File: config.mk
export PLATFORM = sky130hd
export DESIGN_NAME = gray_frame_sequencer_flat
export DESIGN_NICKNAME = d
export VERILOG_FILES = /design/src/rtl/gray_seq_pkg.sv /design/src/rtl/gray_frame_sequencer_if.sv /design/src/rtl/gray_pixel_stage.sv /design/src/rtl/gray_frame_sequencer.sv /design/src/flat_wrapper.sv
export SDC_FILE = /design/constraint.sdc
export NUM_CORES = 1
export LEC_CHECK = 0
export ABC_CLOCK_PERIOD_IN_PS = 6500
export CAP_MARGIN = 20
export CELL_PAD_IN_SITES_DETAIL_PLACEMENT = 2
export CELL_PAD_IN_SITES_GLOBAL_PLACEMENT = 2
export CORE_ASPECT_RATIO = 0.6
export CORE_MARGIN = 4
export CORE_UTILIZATION = 25
export DETAILED_ROUTE_END_ITERATION = 8
export PLACE_DENSITY_LB_ADDON = 0.1
export SETUP_SLACK_MARGIN = 0.2
export SYNTH_ARGS = -nofsm -noshare
export SYNTH_HDL_FRONTEND = slang
export SYNTH_SLANG_ARGS = --single-unit
File: constraint.sdc
create_clock -name clk -period 6.5 [get_ports clk]
set_clock_uncertainty 0.2 [all_clocks]
set_input_delay 0.65 -clock clk [delete_from_list [all_inputs] [get_ports clk]]
set_output_delay 0.65 -clock clk [all_outputs]
set_load 0.1 [all_outputs]
File: src/rtl/gray_seq_pkg.sv
// Shared types and constants for the RGB-to-gray frame sequencer.
package gray_seq_pkg;

  typedef enum logic [1:0] {IDLE, RUN, DRAIN, DONE} state_e;

  typedef struct packed {
    logic [7:0] r;
    logic [7:0] g;
    logic [7:0] b;
  } rgb_t;

  localparam int unsigned W_R        = 2;
  localparam int unsigned W_G        = 5;
  localparam int unsigned W_B        = 1;
  localparam int unsigned GRAY_SHIFT = 3;
  localparam int unsigned SUM_W      = 11;

  // Smallest width able to index n items (at least 1).
  function automatic int unsigned addr_width(input int unsigned n);
    addr_width = 1;
    for (int i = 1; i < 32; i++)
      if ((64'd1 << i) < 64'(n)) addr_width = i + 1;
  endfunction

endpackage

File: src/rtl/gray_frame_sequencer_if.sv
// Frame-memory read port and gray-memory write port of the sequencer.
interface gray_frame_sequencer_if #(parameter int AW = 22);
  logic          rd_en;
  logic [AW-1:0] rd_addr;
  logic [7:0]    rd_red;
  logic [7:0]    rd_green;
  logic [7:0]    rd_blue;
  logic          wr_en;
  logic [AW-1:0] wr_addr;
  logic [7:0]    wr_data;
  logic          wr_ready;

  modport master (output rd_en, rd_addr, wr_en, wr_addr, wr_data,
                  input  rd_red, rd_green, rd_blue, wr_ready);
  modport slave  (input  rd_en, rd_addr, wr_en, wr_addr, wr_data,
                  output rd_red, rd_green, rd_blue, wr_ready);
endinterface

File: src/rtl/gray_pixel_stage.sv
// Weighted RGB-to-gray conversion, result registered on ld_i.
module gray_pixel_stage
  import gray_seq_pkg::*;
(
  input  logic       clk,
  input  logic       rst_n,
  input  logic       ld_i,
  input  rgb_t       rgb_i,
  output logic [7:0] gray_o
);

  logic [SUM_W-1:0] sum;
  logic [7:0]       gray_q;

  // Max sum is 2040, so the shifted result always fits in 8 bits.
  assign sum = SUM_W'(W_R * rgb_i.r + W_G * rgb_i.g + W_B * rgb_i.b);

  always_ff @(posedge clk) begin
    if (!rst_n)    gray_q <= '0;
    else if (ld_i) gray_q <= 8'(sum >> GRAY_SHIFT);
  end

  assign gray_o = gray_q;

endmodule

File: src/rtl/gray_frame_sequencer.sv
// Reads an RGB frame pixel by pixel and writes the gray frame with a
// 2-entry skid buffer behind the output register to absorb backpressure.
module gray_frame_sequencer
  import gray_seq_pkg::*;
#(
  parameter int ROW = 1153,
  parameter int COL = 2048,
  parameter int AW  = 22
) (
  input  logic                   clk,
  input  logic                   rst_n,
  input  logic                   start,
  gray_frame_sequencer_if.master bus,
  output logic                   busy,
  output logic                   done
);

  localparam logic [AW-1:0] LAST = AW'(ROW * COL - 1);

  state_e               state_q;
  logic                 rd_en_q, ret_vld_q, wr_en_q, busy_q, done_q;
  logic [AW-1:0]        rd_addr_q, ret_addr_q, wr_addr_q;
  rgb_t [1:0]           skid_rgb_q, skid_rgb_d;
  logic [1:0][AW-1:0]   skid_addr_q, skid_addr_d;
  logic [1:0]           skid_cnt_q, skid_cnt_d;

  rgb_t          ret_rgb, stage_rgb;
  logic [AW-1:0] head_addr_d;
  logic          xfer, head_free, pop, push, head_ld, issue_ok;

  assign ret_rgb   = {bus.rd_red, bus.rd_green, bus.rd_blue};
  assign xfer      = wr_en_q & bus.wr_ready;
  assign head_free = ~wr_en_q | xfer;
  assign pop       = head_free & (skid_cnt_q != 2'd0);
  assign push      = ret_vld_q & ((skid_cnt_q != 2'd0) | ~head_free);
  assign head_ld   = head_free & ((skid_cnt_q != 2'd0) | ret_vld_q);
  assign stage_rgb   = pop ? skid_rgb_q[0]  : ret_rgb;
  assign head_addr_d = pop ? skid_addr_q[0] : ret_addr_q;

  always_comb begin
    skid_rgb_d  = skid_rgb_q;
    skid_addr_d = skid_addr_q;
    skid_cnt_d  = skid_cnt_q;
    if (pop) begin
      skid_rgb_d[0]  = skid_rgb_q[1];
      skid_addr_d[0] = skid_addr_q[1];
      skid_cnt_d     = skid_cnt_q - 2'd1;
    end
    if (push) begin
      skid_rgb_d[skid_cnt_d[0]]  = ret_rgb;
      skid_addr_d[skid_cnt_d[0]] = ret_addr_q;
      skid_cnt_d                 = skid_cnt_d + 2'd1;
    end
  end

  // Worst case assumes no write drains: returning + buffered stays <= 2.
  assign issue_ok = (3'(skid_cnt_d) + 3'(rd_en_q)) <= 3'd1;

  always_ff @(posedge clk) begin
    if (!rst_n) begin
      state_q     <= IDLE;
      rd_en_q     <= 1'b0;
      rd_addr_q   <= '0;
      ret_vld_q   <= 1'b0;
      ret_addr_q  <= '0;
      wr_en_q     <= 1'b0;
      wr_addr_q   <= '0;
      skid_rgb_q  <= '0;
      skid_addr_q <= '0;
      skid_cnt_q  <= '0;
      busy_q      <= 1'b0;
      done_q      <= 1'b0;
    end else begin
      ret_vld_q   <= rd_en_q;
      ret_addr_q  <= rd_addr_q;
      skid_rgb_q  <= skid_rgb_d;
      skid_addr_q <= skid_addr_d;
      skid_cnt_q  <= skid_cnt_d;
      if (head_ld) begin
        wr_en_q   <= 1'b1;
        wr_addr_q <= head_addr_d;
      end else if (xfer) begin
        wr_en_q   <= 1'b0;
      end
      unique case (state_q)
        IDLE, DONE: if (start) begin
          state_q   <= RUN;
          rd_en_q   <= 1'b1;
          rd_addr_q <= '0;
          busy_q    <= 1'b1;
          done_q    <= 1'b0;
        end
        RUN: if (rd_en_q && rd_addr_q == LAST) begin
          state_q <= DRAIN;
          rd_en_q <= 1'b0;
        end else begin
          rd_en_q <= issue_ok;
          if (rd_en_q) rd_addr_q <= rd_addr_q + AW'(1);
        end
        DRAIN: if (xfer && wr_addr_q == LAST) begin
          state_q <= DONE;
          busy_q  <= 1'b0;
          done_q  <= 1'b1;
        end
        default: state_q <= IDLE;
      endcase
    end
  end

  gray_pixel_stage u_stage (
    .clk    (clk),
    .rst_n  (rst_n),
    .ld_i   (head_ld),
    .rgb_i  (stage_rgb),
    .gray_o (bus.wr_data)
  );

  assign bus.rd_en   = rd_en_q;
  assign bus.rd_addr = rd_addr_q;
  assign bus.wr_en   = wr_en_q;
  assign bus.wr_addr = wr_addr_q;
  assign busy        = busy_q;
  assign done        = done_q;

endmodule

File: src/flat_wrapper.sv
// flat-port wrapper written by rule: the top's interface ports become plain ports
module gray_frame_sequencer_flat import gray_seq_pkg::*;
#(
  parameter int ROW = 1153,
  parameter int COL = 2048,
  parameter int AW  = 22
)
  (clk, rst_n, start, busy, done, bus_rd_en, bus_rd_addr, bus_wr_en, bus_wr_addr, bus_wr_data, bus_rd_red, bus_rd_green, bus_rd_blue, bus_wr_ready);
  gray_frame_sequencer_if #(.AW(AW)) bus_i ();
  input  logic clk;
  input  logic rst_n;
  input  logic start;
  output logic busy;
  output logic done;
  output wire logic [$bits(bus_i.rd_en)-1:0] bus_rd_en;
  output wire logic [$bits(bus_i.rd_addr)-1:0] bus_rd_addr;
  output wire logic [$bits(bus_i.wr_en)-1:0] bus_wr_en;
  output wire logic [$bits(bus_i.wr_addr)-1:0] bus_wr_addr;
  output wire logic [$bits(bus_i.wr_data)-1:0] bus_wr_data;
  input wire logic [$bits(bus_i.rd_red)-1:0] bus_rd_red;
  input wire logic [$bits(bus_i.rd_green)-1:0] bus_rd_green;
  input wire logic [$bits(bus_i.rd_blue)-1:0] bus_rd_blue;
  input wire logic [$bits(bus_i.wr_ready)-1:0] bus_wr_ready;
  assign bus_rd_en = bus_i.rd_en;
  assign bus_rd_addr = bus_i.rd_addr;
  assign bus_wr_en = bus_i.wr_en;
  assign bus_wr_addr = bus_i.wr_addr;
  assign bus_wr_data = bus_i.wr_data;
  assign bus_i.rd_red = bus_rd_red;
  assign bus_i.rd_green = bus_rd_green;
  assign bus_i.rd_blue = bus_rd_blue;
  assign bus_i.wr_ready = bus_wr_ready;
  gray_frame_sequencer #(.ROW(ROW), .COL(COL), .AW(AW)) u_core (.clk(clk), .rst_n(rst_n), .start(start), .bus(bus_i), .busy(busy), .done(done));
endmodule
Word-level counts from Yosys, hierarchy flattened
Index checks and enable logic that the tools add are counted.
- register bits after elaboration: 175
- input bits: 28
- output and inout bits: 56
- logic and storage cells: 93
- multiplexer cells: 32
- reductions and logical operators: 13
- add/sub/neg operators: 6
- eq/ne operators: 10
- multiply operators: 1
- bitwise logic cells: 9
- $lt $le $gt $ge: 3
- operator list (operator ; count):
    $mux 22 ; 7
    $mux 24 ; 4
    $bwmux 48 ; 1
    $bwmux 44 ; 1
    $eq 22x22->1 const B ; 2
    $pmux 22 s2 ; 1
    $demux 24 s1 ; 1
    $add 22x1->22 const B ; 1
    $demux 22 s1 ; 1
    $add 11x8->11 ; 1
    $add 9x11->11 ; 1
    $mul 3x8->11 const A ; 1
    $mux 2 ; 5
    $reduce_bool 2->1 ; 4
    $mux 1 ; 7
    $ne 2x1->1 const B ; 3
    $pmux 1 s2 ; 3
    $pmux 2 s3 ; 1
    $reduce_and 3->1 ; 2
    $and 1x1->1 ; 4
    $eq 2x2->1 const B ; 2
    $ne 2x2->1 const B ; 2
    $reduce_and 4->1 ; 1
    $add 2x1->3 ; 1
    other kinds (12) ; 17

Depth between registers and ports, before layout
Gate-level depths: netlist of the first run.
- depth in word-level cells: 10
- gate-level depth with buffers: 19

By module
Synthesis of the first run repeated with hierarchy kept, for this count alone.
- cells, all modules: 889
- area total of the unflattened synthesis: 8583.2 um^2
- by module, submodules not included (module ; times used ; area each (um^2) ; cells an instance):
    gray_frame_sequencer ; 1 ; 7479.7 ; 767
    gray_pixel_stage ; 1 ; 1103.6 ; 122

Worst setup path before layout of the first run
No wires, ideal clock.
- kind: register -> register
- from: reg u_core.wr_en_q (netlist: u_core.bus.wr_en)
- to: reg u_core.u_stage.gray_q[7] (netlist: u_core.u_stage.gray_o[7])
- slack: 1.453 ns
- stages on the path, launching flop included: 19
- path buffers: 3
- arrival: 4.769 ns
- data required time: 6.221 ns
- clock period less this slack: 5.047 ns
- cell sequence: dfxtp_1 > nor2b_1 > buf_2 > nor2_4 > buf_2 > buf_2 > mux2_2 > ha_1 > inv_1 > fa_1 > fa_1 > inv_1 > fa_1 > a21o_1 > a21oi_1 > o211ai_1 > a21oi_1 > nand4_1 > o211ai_1
- word-level cells in the longest chain between the ends: 7
- elaborated cells on any way between the ends: 9
- classes of those cells: 2 x add/sub; 1 x mul; 1 x mux; 5 x bitwise
- ends and longest elaborated chain (what ; RTL line ; RTL):
    from (decl) ; gray_frame_sequencer.sv:21 ; logic rd_en_q, ret_vld_q, wr_en_q, busy_q, done_q;
    from (signal assigned) ; gray_frame_sequencer.sv:66 ; wr_en_q <= 1'b0;
    from (signal assigned) ; gray_frame_sequencer.sv:80 ; wr_en_q <= 1'b1;
    from (signal assigned) ; gray_frame_sequencer.sv:83 ; wr_en_q <= 1'b0;
    $and 1x1->1 or $not 1->1 (tied branches) ; gray_frame_sequencer.sv:32, gray_frame_sequencer.sv:33 ;
    $or 1x1->1 (*) ; gray_frame_sequencer.sv:33 ; assign head_free = ~wr_en_q | xfer;
    $and 1x1->1 ; gray_frame_sequencer.sv:34 ; assign pop = head_free & (skid_cnt_q != 2'd0);
    $mux 24 ; gray_frame_sequencer.sv:37 ; assign stage_rgb = pop ? skid_rgb_q[0] : ret_rgb;
    $mul 3x8->11 ; gray_pixel_stage.sv:16 ; assign sum = SUM_W'(W_R * rgb_i.r + W_G * rgb_i.g + W_B * rgb_i.b);
    $add 9x11->11 ; gray_pixel_stage.sv:16 ;
    $add 11x8->11 ; gray_pixel_stage.sv:16 ;
    to (signal assigned) ; gray_pixel_stage.sv:20 ; else if (ld_i) gray_q <= 8'(sum >> GRAY_SHIFT);
    to (decl) ; gray_pixel_stage.sv:13 ; logic [7:0] gray_q;
Mark *: on every way between the ends. The rest lies on a longest branch, timed or not.
A chain may end at the register's enable or synchronous reset.

Worst setup path after layout of the first run
- from: in bus_wr_ready
- to: reg u_core.u_stage.gray_q[7] (netlist: u_core.u_stage.gray_o[7])
- word-level cells in the longest chain between the ends: 7
- elaborated cells on any way between the ends: 8
- classes of those cells: 2 x add/sub; 1 x mul; 1 x mux; 4 x bitwise
- ends and longest elaborated chain (what ; RTL line ; RTL):
    from (decl) ; flat_wrapper.sv:23 ; input wire logic [$bits(bus_i.wr_ready)-1:0] bus_wr_ready;
    $and 1x1->1 (*) ; gray_frame_sequencer.sv:32 ; assign xfer = wr_en_q & bus.wr_ready;
    $or 1x1->1 (*) ; gray_frame_sequencer.sv:33 ;
    $and 1x1->1 ; gray_frame_sequencer.sv:34 ;
    $mux 24 ; gray_frame_sequencer.sv:37 ;
    $mul 3x8->11 ; gray_pixel_stage.sv:16 ;
    $add 9x11->11 ; gray_pixel_stage.sv:16 ;
    $add 11x8->11 ; gray_pixel_stage.sv:16 ;
Marks and branches as above.

==> flow_metrics.env, run 1 <==
export IMPL_clock_sinks=175
export IMPL_setup_violations=0
export IMPL_r2r_end="u_core.u_stage.gray_o[7]$_SDFFE_PN0P_"
export IMPL_placementRows=52
export IMPL_syn_nets=930
export IMPL_grt_antenna_before_repair=4
export IMPL_place_ws_ns=0.902
export IMPL_drt_met1_wl_um=16000
export IMPL_wl_met2_um=10800
export IMPL_syn_to_final_growth_pct=21.4
export IMPL_grt_first_pass_wirelength_um=42700
export IMPL_synth_distinct_cells=62
export IMPL_routabilityCongestion=0.689
export IMPL_fin_tns_setup_ns=0
export IMPL_cpMostUsedCell="fa_1"
export IMPL_slew_headroom=0.294
export IMPL_postCtsSetupRepairBufs=0
export IMPL_die_width_um=248
export IMPL_max_freq_ghz=0.195
export IMPL_drive_above_1_share=0.0884
export IMPL_status="completed"
export IMPL_ir_worst_vdd_uv=276
export IMPL_startpoint="bus_wr_ready"
export IMPL_ios=84
export IMPL_cp_start_kind="input pin"
export IMPL_whs_ns=0.287
export IMPL_netlist_instances=865
export IMPL_tightest_slew_ns=1.06
export IMPL_vias=6468
export IMPL_grt_pass1_vias=6715
export IMPL_clock_latency_ns=0.45
export IMPL_initial_core_util=0.254
export IMPL_cp_slowest_stage_delay_ns=0.56
export IMPL_r2r_slack_ns=1.40
export IMPL_cts_root_buf="clkbuf_16"
export IMPL_core_area_um2=33800
export IMPL_antenna_cells=0
export IMPL_fin_crit_ns=5.12
export IMPL_synth_edff_count=0
export IMPL_arrival_ns=5.29
export IMPL_htreeDepth=4
export IMPL_synth_area_um2=8610
export IMPL_wire_per_inst_um=20.2
export IMPL_clk_path_buf_depth=2
export IMPL_multi_input_area_um2=4700
export IMPL_fin_nets=980
export IMPL_path_cells="clkdlybuf4s50_1 -> nor2b_1 -> nor2_4 -> mux2_2 -> ha_1 -> inv_1 -> fa_1 -> fa_1 -> inv_1 -> fa_1 -> a21o_1 -> a21oi_1 -> o211ai_1 -> a21oi_1 -> nand4_1 -> o211ai_1"
export IMPL_end_kind="flip-flop"
export IMPL_ys_warn_count=0
export IMPL_drt_total_wl_um=28000
export IMPL_criticalPathCategory="in2reg"
export IMPL_yosys_register_bits=175
export IMPL_r2r_cells=16
export IMPL_ctsResizeCount=0
export IMPL_hold_violations=0
export IMPL_crit_end="u_core.u_stage.gray_o[7]$_SDFFE_PN0P_"
export IMPL_track_usage=0.152
export IMPL_drv_cap=0
export IMPL_gr_total_overflow=0
export IMPL_grt_max_degree=93
export IMPL_top_layer_used="met4"
export IMPL_post_place_cells=1355
export IMPL_rsz0062_at_grt="no"
export IMPL_worstPathRequired_ns=6.67
export IMPL_cts_buffers=17
export IMPL_final_cells=1387
export IMPL_yosys_most_used_dff="dfxtp_1"
export IMPL_seq_area_frac_synth=0.407
export IMPL_p_per_area_nw_per_um2=529
export IMPL_first_pass_iters=4
export IMPL_route_met3_wl_um=1040
export IMPL_fp_dieH_um=152
export IMPL_slew_viol_final=0
export IMPL_port_buffers=83
export IMPL_rr_startpoint="u_core.skid_cnt_q[0]$_SDFF_PN0_"
export IMPL_drc=0
export IMPL_hold_class="reg2reg"
export IMPL_routed_via_density=4.66
export IMPL_nFillCells=3710
export IMPL_ctsHoldBuffers=0
export IMPL_slowest_stage="fa_1"
export IMPL_drt_iter0_drc=286
export IMPL_synthArstFlopShare=0
export IMPL_min_period_over_period=0.787
export IMPL_p_leak_nw=4.21
export IMPL_syn_avg_cell_area_um2=9.95
export IMPL_cts_tree="built"
export IMPL_seqCellArea_um2=3500
export IMPL_dieArea_um2=37600
export IMPL_worst_path_max_fanout=11
export IMPL_finalWorstSetupSlack_ns=1.38
export IMPL_clk_pin_slew_ns=0.07
export IMPL_hpwl_um=19300
export IMPL_drtAntennaViolNets=0
final cells by class:
type,instances,share of cell area
clock inverters,13,0.0189
clock buffers,19,0.0424
repair buffers,93,0.0864
multi-input cells,593,0.450
flip-flops and latches,175,0.335
inverters,35,0.0126
well taps,459,0.0549
where the power goes:
| group | internal (mW) | switching (mW) |
|---|---|---|
| sequential | 1.20 | 0.0942 |
| clock | 0.664 | 0.489 |
| combinational | 1.09 | 1.99 |
stage by stage:
step	utilization	instance area [um^2]	power, mW
floorplan	-	8610	3.54
global placement	0.290	9810	4.37
detailed placement	0.290	9810	4.42
CTS	0.309	10500	5.61
global route	0.309	10500	6.00
finish	0.309	10500	5.53
synthesized netlist by cell type, types with 3 or more instances:
cell type	n	area share
nor3_2	3	0.0035
nand2b_1	5	0.0036
o21ai_0	15	0.0087
o211ai_1	6	0.0052
ha_1	24	0.035
a211oi_1	8	0.0070
buf_6	3	0.0039
mux2_2	16	0.021
o211a_1	47	0.055
nor2b_1	50	0.036
mux2i_1	103	0.12
and4_1	4	0.0041
a21boi_0	26	0.023
nand4_1	11	0.0080
fa_1	13	0.030
nor2_1	25	0.011
inv_1	35	0.015
buf_1	5	0.0022
clkbuf_1	28	0.012
o221ai_1	22	0.022
dfxtp_1	175	0.41
a21oi_1	8	0.0047
and3_1	4	0.0029
nand2_1	96	0.042
xnor2_1	21	0.021
nor3_1	7	0.0041
buf_2	24	0.014
and2_1	26	0.019
nand3_1	10	0.0058
xor2_1	3	0.0031
metal layers:
layer | vias to the layer above | track usage
met1 | 3246 | 0.243
met3 | 9 | 0.0327
met2 | 70 | 0.202
met5 | - | 0
li1 | 3143 | -
met4 | 0 | 0.0321
cell usage in the layout, fill, tap and decap left out, types with 24 or more instances in the layout:
master           count
a21boi_0            26
and2_1              26
clkdlybuf4s50_1     82
dfxtp_1            175
inv_1               35
mux2i_1            103
nand2_1             96
nor2_1              24
nor2b_1             50
o211a_1             47
state kept, by name, summed over array words and instances, names as in the netlist:
| signal | cells |
|---|---|
| u_core.skid_cnt_q | 2 |
| u_core.bus.rd_en | 1 |
| u_core.bus.rd_addr | 22 |
| u_core.done | 1 |
| u_core.bus.wr_addr | 22 |
| u_core.skid_addr_q | 44 |
| u_core.skid_rgb_q | 48 |
| u_core.bus.wr_en | 1 |
| u_core.ret_vld_q | 1 |
| u_core.busy | 1 |
| u_core.state_q | 2 |
| u_core.u_stage.gray_o | 8 |
| u_core.ret_addr_q | 22 |
worst min path at each step:
stage	start	to	slack (ns)	cells after the start
after floorplan	u_core.state_q[1]$_SDFFE_PN0P_	u_core.state_q[1]$_SDFFE_PN0P_	0.25	2
after global placement	u_core.u_stage.gray_o[0]$_SDFFE_PN0P_	u_core.u_stage.gray_o[0]$_SDFFE_PN0P_	0.26	2
after detailed placement	u_core.u_stage.gray_o[2]$_SDFFE_PN0P_	u_core.u_stage.gray_o[2]$_SDFFE_PN0P_	0.29	2
after CTS	u_core.bus.wr_addr[7]$_SDFFE_PN0P_	u_core.bus.wr_addr[7]$_SDFFE_PN0P_	0.29	2
after global routing	u_core.u_stage.gray_o[2]$_SDFFE_PN0P_	u_core.u_stage.gray_o[2]$_SDFFE_PN0P_	0.32	2
final	u_core.u_stage.gray_o[2]$_SDFFE_PN0P_	u_core.u_stage.gray_o[2]$_SDFFE_PN0P_	0.29	2
logic make-up after synthesis:
family / Yosys count / synth area share
simple gates: 264 / 0.171
fa+ha+maj: 37 / 0.0651
buf+inv: 97 / 0.0493
compound gates: 148 / 0.142
mux: 120 / 0.142
xor+xnor: 24 / 0.0244
flops: 175 / 0.407
critical path, delay by kind of cell:
kind	cells	cell delay [ns]
mux	1	0.35
simple gates	3	0.80
fa+ha+maj	4	1.81
buf+inv	3	0.61
compound gates	5	1.06
Note: power is estimated with default switching activity, not from simulation.
==> run 2: changes to the inputs <==
ABC_CLOCK_PERIOD_IN_PS = 5100   (was 6500)
clock period = 5.1 ns   (was 6.5 ns; I/O delays follow)
==> run 2 against run 1 <==
  * Non-clock buffer count rose by 18
  * Largest cell class unchanged
  * Sequential share of layout area is 0.31 points lower
  * Global-route usage decreased by 0.18 points
  * Utilization grew 0.30 points
  * Sequential power is 28% higher
  * Final cell count grew 1.4%
  * Count of clock-buffer cells in the layout up 1
  * Via count up 0.88%
  * Worst hold slack got worse by 0.016 ns
  * Clock power up 17%
  * First-iteration DRC count increased by 16%
==> flow_metrics.env, run 2 (synthesized netlist as in run 1, its figures left out) <==
export IMPL_arrival_ns=4.77
export IMPL_placed_area_um2=9940
export IMPL_fin_nets=998
export IMPL_cp_start_kind="input pin"
export IMPL_finalInstanceArea_um2=10600
export IMPL_cts_root_buf="clkbuf_16"
export IMPL_drv_cap=0
export IMPL_hold_class="reg2reg"
export IMPL_placementRows=52
export IMPL_drt_iter0_drc=331
export IMPL_drive_above_1_share=0.105
export IMPL_htreeDepth=4
export IMPL_setup_violations=0
export IMPL_clock_sinks=175
export IMPL_worstPathRequired_ns=5.28
export IMPL_gr_total_overflow=0
export IMPL_hpwl_um=19300
export IMPL_status="completed"
export IMPL_largest_reg_flops=48
export IMPL_wire_per_inst_um=19.3
export IMPL_postCtsSetupRepairBufs=0
export IMPL_r2r_slack_ns=0.60
export IMPL_ctsHoldBuffers=0
export IMPL_tightest_slew_ns=0.997
export IMPL_cpMostUsedCell="fa_1"
export IMPL_ctsResizeCount=0
export IMPL_cts_tree="built"
export IMPL_hold_violations=0
export IMPL_slew_headroom=0.333
export IMPL_port_buffers=83
export IMPL_worst_path_max_fanout=7
export IMPL_hold_start="u_core.u_stage.gray_o[0]$_SDFFE_PN0P_"
export IMPL_path_cells="clkdlybuf4s50_1 -> nor2b_1 -> nor2_4 -> buf_4 -> mux2_2 -> ha_1 -> inv_1 -> fa_1 -> fa_1 -> inv_1 -> fa_1 -> a21o_1 -> a21oi_1 -> buf_4 -> o211ai_1 -> a21oi_1 -> nand4_1 -> o211ai_1"
export IMPL_grt_max_degree=99
export IMPL_layout_commonest_cell="dfxtp_1"
export IMPL_hold_depth=2
export IMPL_power_mw=7.14
export IMPL_max_freq_ghz=0.218
export IMPL_cp_slowest_stage_delay_ns=0.58
export IMPL_drt_total_wl_um=27200
export IMPL_nFillCells=3747
export IMPL_largestRegisters="u_core.skid_rgb_q (48), u_core.skid_addr_q (44)"
export IMPL_final_cell_mix="dfxtp_1, mux2i_1, nand2_1, clkdlybuf4s50_1, nor2b_1"
export IMPL_slowest_stage="clkdlybuf4s50_1"
export IMPL_p_leak_nw=4.27
export IMPL_ir_worst_vdd_uv=293
export IMPL_fin_tns_setup_ns=0
export IMPL_routabilityCongestion=0.709
export IMPL_track_usage=0.150
export IMPL_dieArea_um2=37600
export IMPL_r2r_end="u_core.u_stage.gray_o[7]$_SDFFE_PN0P_"
export IMPL_clk_pin_slew_ns=0.07
export IMPL_ios=84
export IMPL_min_period_over_period=0.900
export IMPL_grt_first_pass_wirelength_um=42700
export IMPL_first_pass_iters=4
export IMPL_slew_viol_final=0
export IMPL_syn_to_final_growth_pct=22.6
export IMPL_fin_crit_ns=4.59
export IMPL_core_area_um2=33800
export IMPL_min_to="u_core.u_stage.gray_o[0]$_SDFFE_PN0P_"
export IMPL_end_kind="flip-flop"
export IMPL_grt_antenna_before_repair=1
export IMPL_criticalPathCategory="in2reg"
export IMPL_die_width_um=248
export IMPL_routed_via_density=4.64
export IMPL_r2r_cells=18
export IMPL_fp_dieH_um=152
export IMPL_cts_buffers=17
export IMPL_initial_core_util=0.254
export IMPL_vias=6525
export IMPL_grt_pass1_vias=6880
export IMPL_drc=0
export IMPL_top_register="u_core.skid_rgb_q"
export IMPL_drtAntennaViolNets=0
export IMPL_clock_latency_ns=0.45
export IMPL_clk_path_buf_depth=2
export IMPL_p_per_area_nw_per_um2=676
export IMPL_rsz0062_at_grt="no"
export IMPL_rr_startpoint="u_core.skid_cnt_q[0]$_SDFF_PN0_"
[run 2: worst max-delay path by stage]
stage               slack, ns  depth (start not counted)                     startpoint                                     to
floorplan                0.31                         18  u_core.bus.wr_en$_SDFFE_PN0P_  u_core.u_stage.gray_o[7]$_SDFFE_PN0P_
global placement         0.04                         16                   bus_wr_ready  u_core.u_stage.gray_o[4]$_SDFFE_PN0P_
detailed placement     -0.004                         16                   bus_wr_ready  u_core.u_stage.gray_o[4]$_SDFFE_PN0P_
CTS                      0.49                         18                   bus_wr_ready  u_core.u_stage.gray_o[7]$_SDFFE_PN0P_
global route             0.25                         18                   bus_wr_ready  u_core.u_stage.gray_o[7]$_SDFFE_PN0P_
finish                   0.51                         18                   bus_wr_ready  u_core.u_stage.gray_o[7]$_SDFFE_PN0P_
[run 2: critical path, delay by kind of cell]
| kind | cells | cell delay [ns] |
|---|---|---|
| fa+ha+maj | 4 | 1.61 |
| buf+inv | 5 | 1.03 |
| mux | 1 | 0.35 |
| compound gates | 5 | 0.79 |
| simple gates | 3 | 0.45 |
[run 2: power breakdown]
| group | leakage (nW) | total (mW) | switching, mW | internal [mW] |
|---|---|---|---|---|
| sequential | 1.42 | 1.65 | 0.120 | 1.53 |
| combinational | 2.58 | 4.15 | 2.54 | 1.60 |
| clock | 0.277 | 1.34 | 0.602 | 0.738 |
| total | 4.27 | 7.14 | 3.26 | 3.87 |
[run 2: per-layer routing]
metal,global-route usage,vias up,share of wire
li1,-,3176,-
met1,0.242,3269,0.59
met2,0.197,62,0.38
met3,0.0274,18,0.023
met4,0.0380,0,0.010
met5,0,-,0
[run 2: through the flow]
| step | setup WS, ns | cells | hold slack (ns) | util |
|---|---|---|---|---|
| floorplan | 0.312 | 865 | 0.255 | - |
| finish | 0.510 | 1407 | 0.270 | 0.312 |
| detailed placement | -0.00400 | 1372 | 0.268 | 0.294 |
| CTS | 0.485 | 1404 | 0.279 | 0.311 |
| global placement | 0.0430 | 1372 | 0.257 | 0.294 |
| global route | 0.249 | 1405 | 0.309 | 0.312 |
[run 2: final cells by class]
cell class	count	area [um^2]	share of cell area
clock inverters	12	136	0.0129
well taps	459	574	0.0544
repair buffers	111	1060	0.100
inverters	35	131	0.0124
multi-input cells	593	4700	0.445
flip-flops and latches	175	3500	0.332
clock buffers	20	447	0.0423
diodes	2	5.00	0.000474
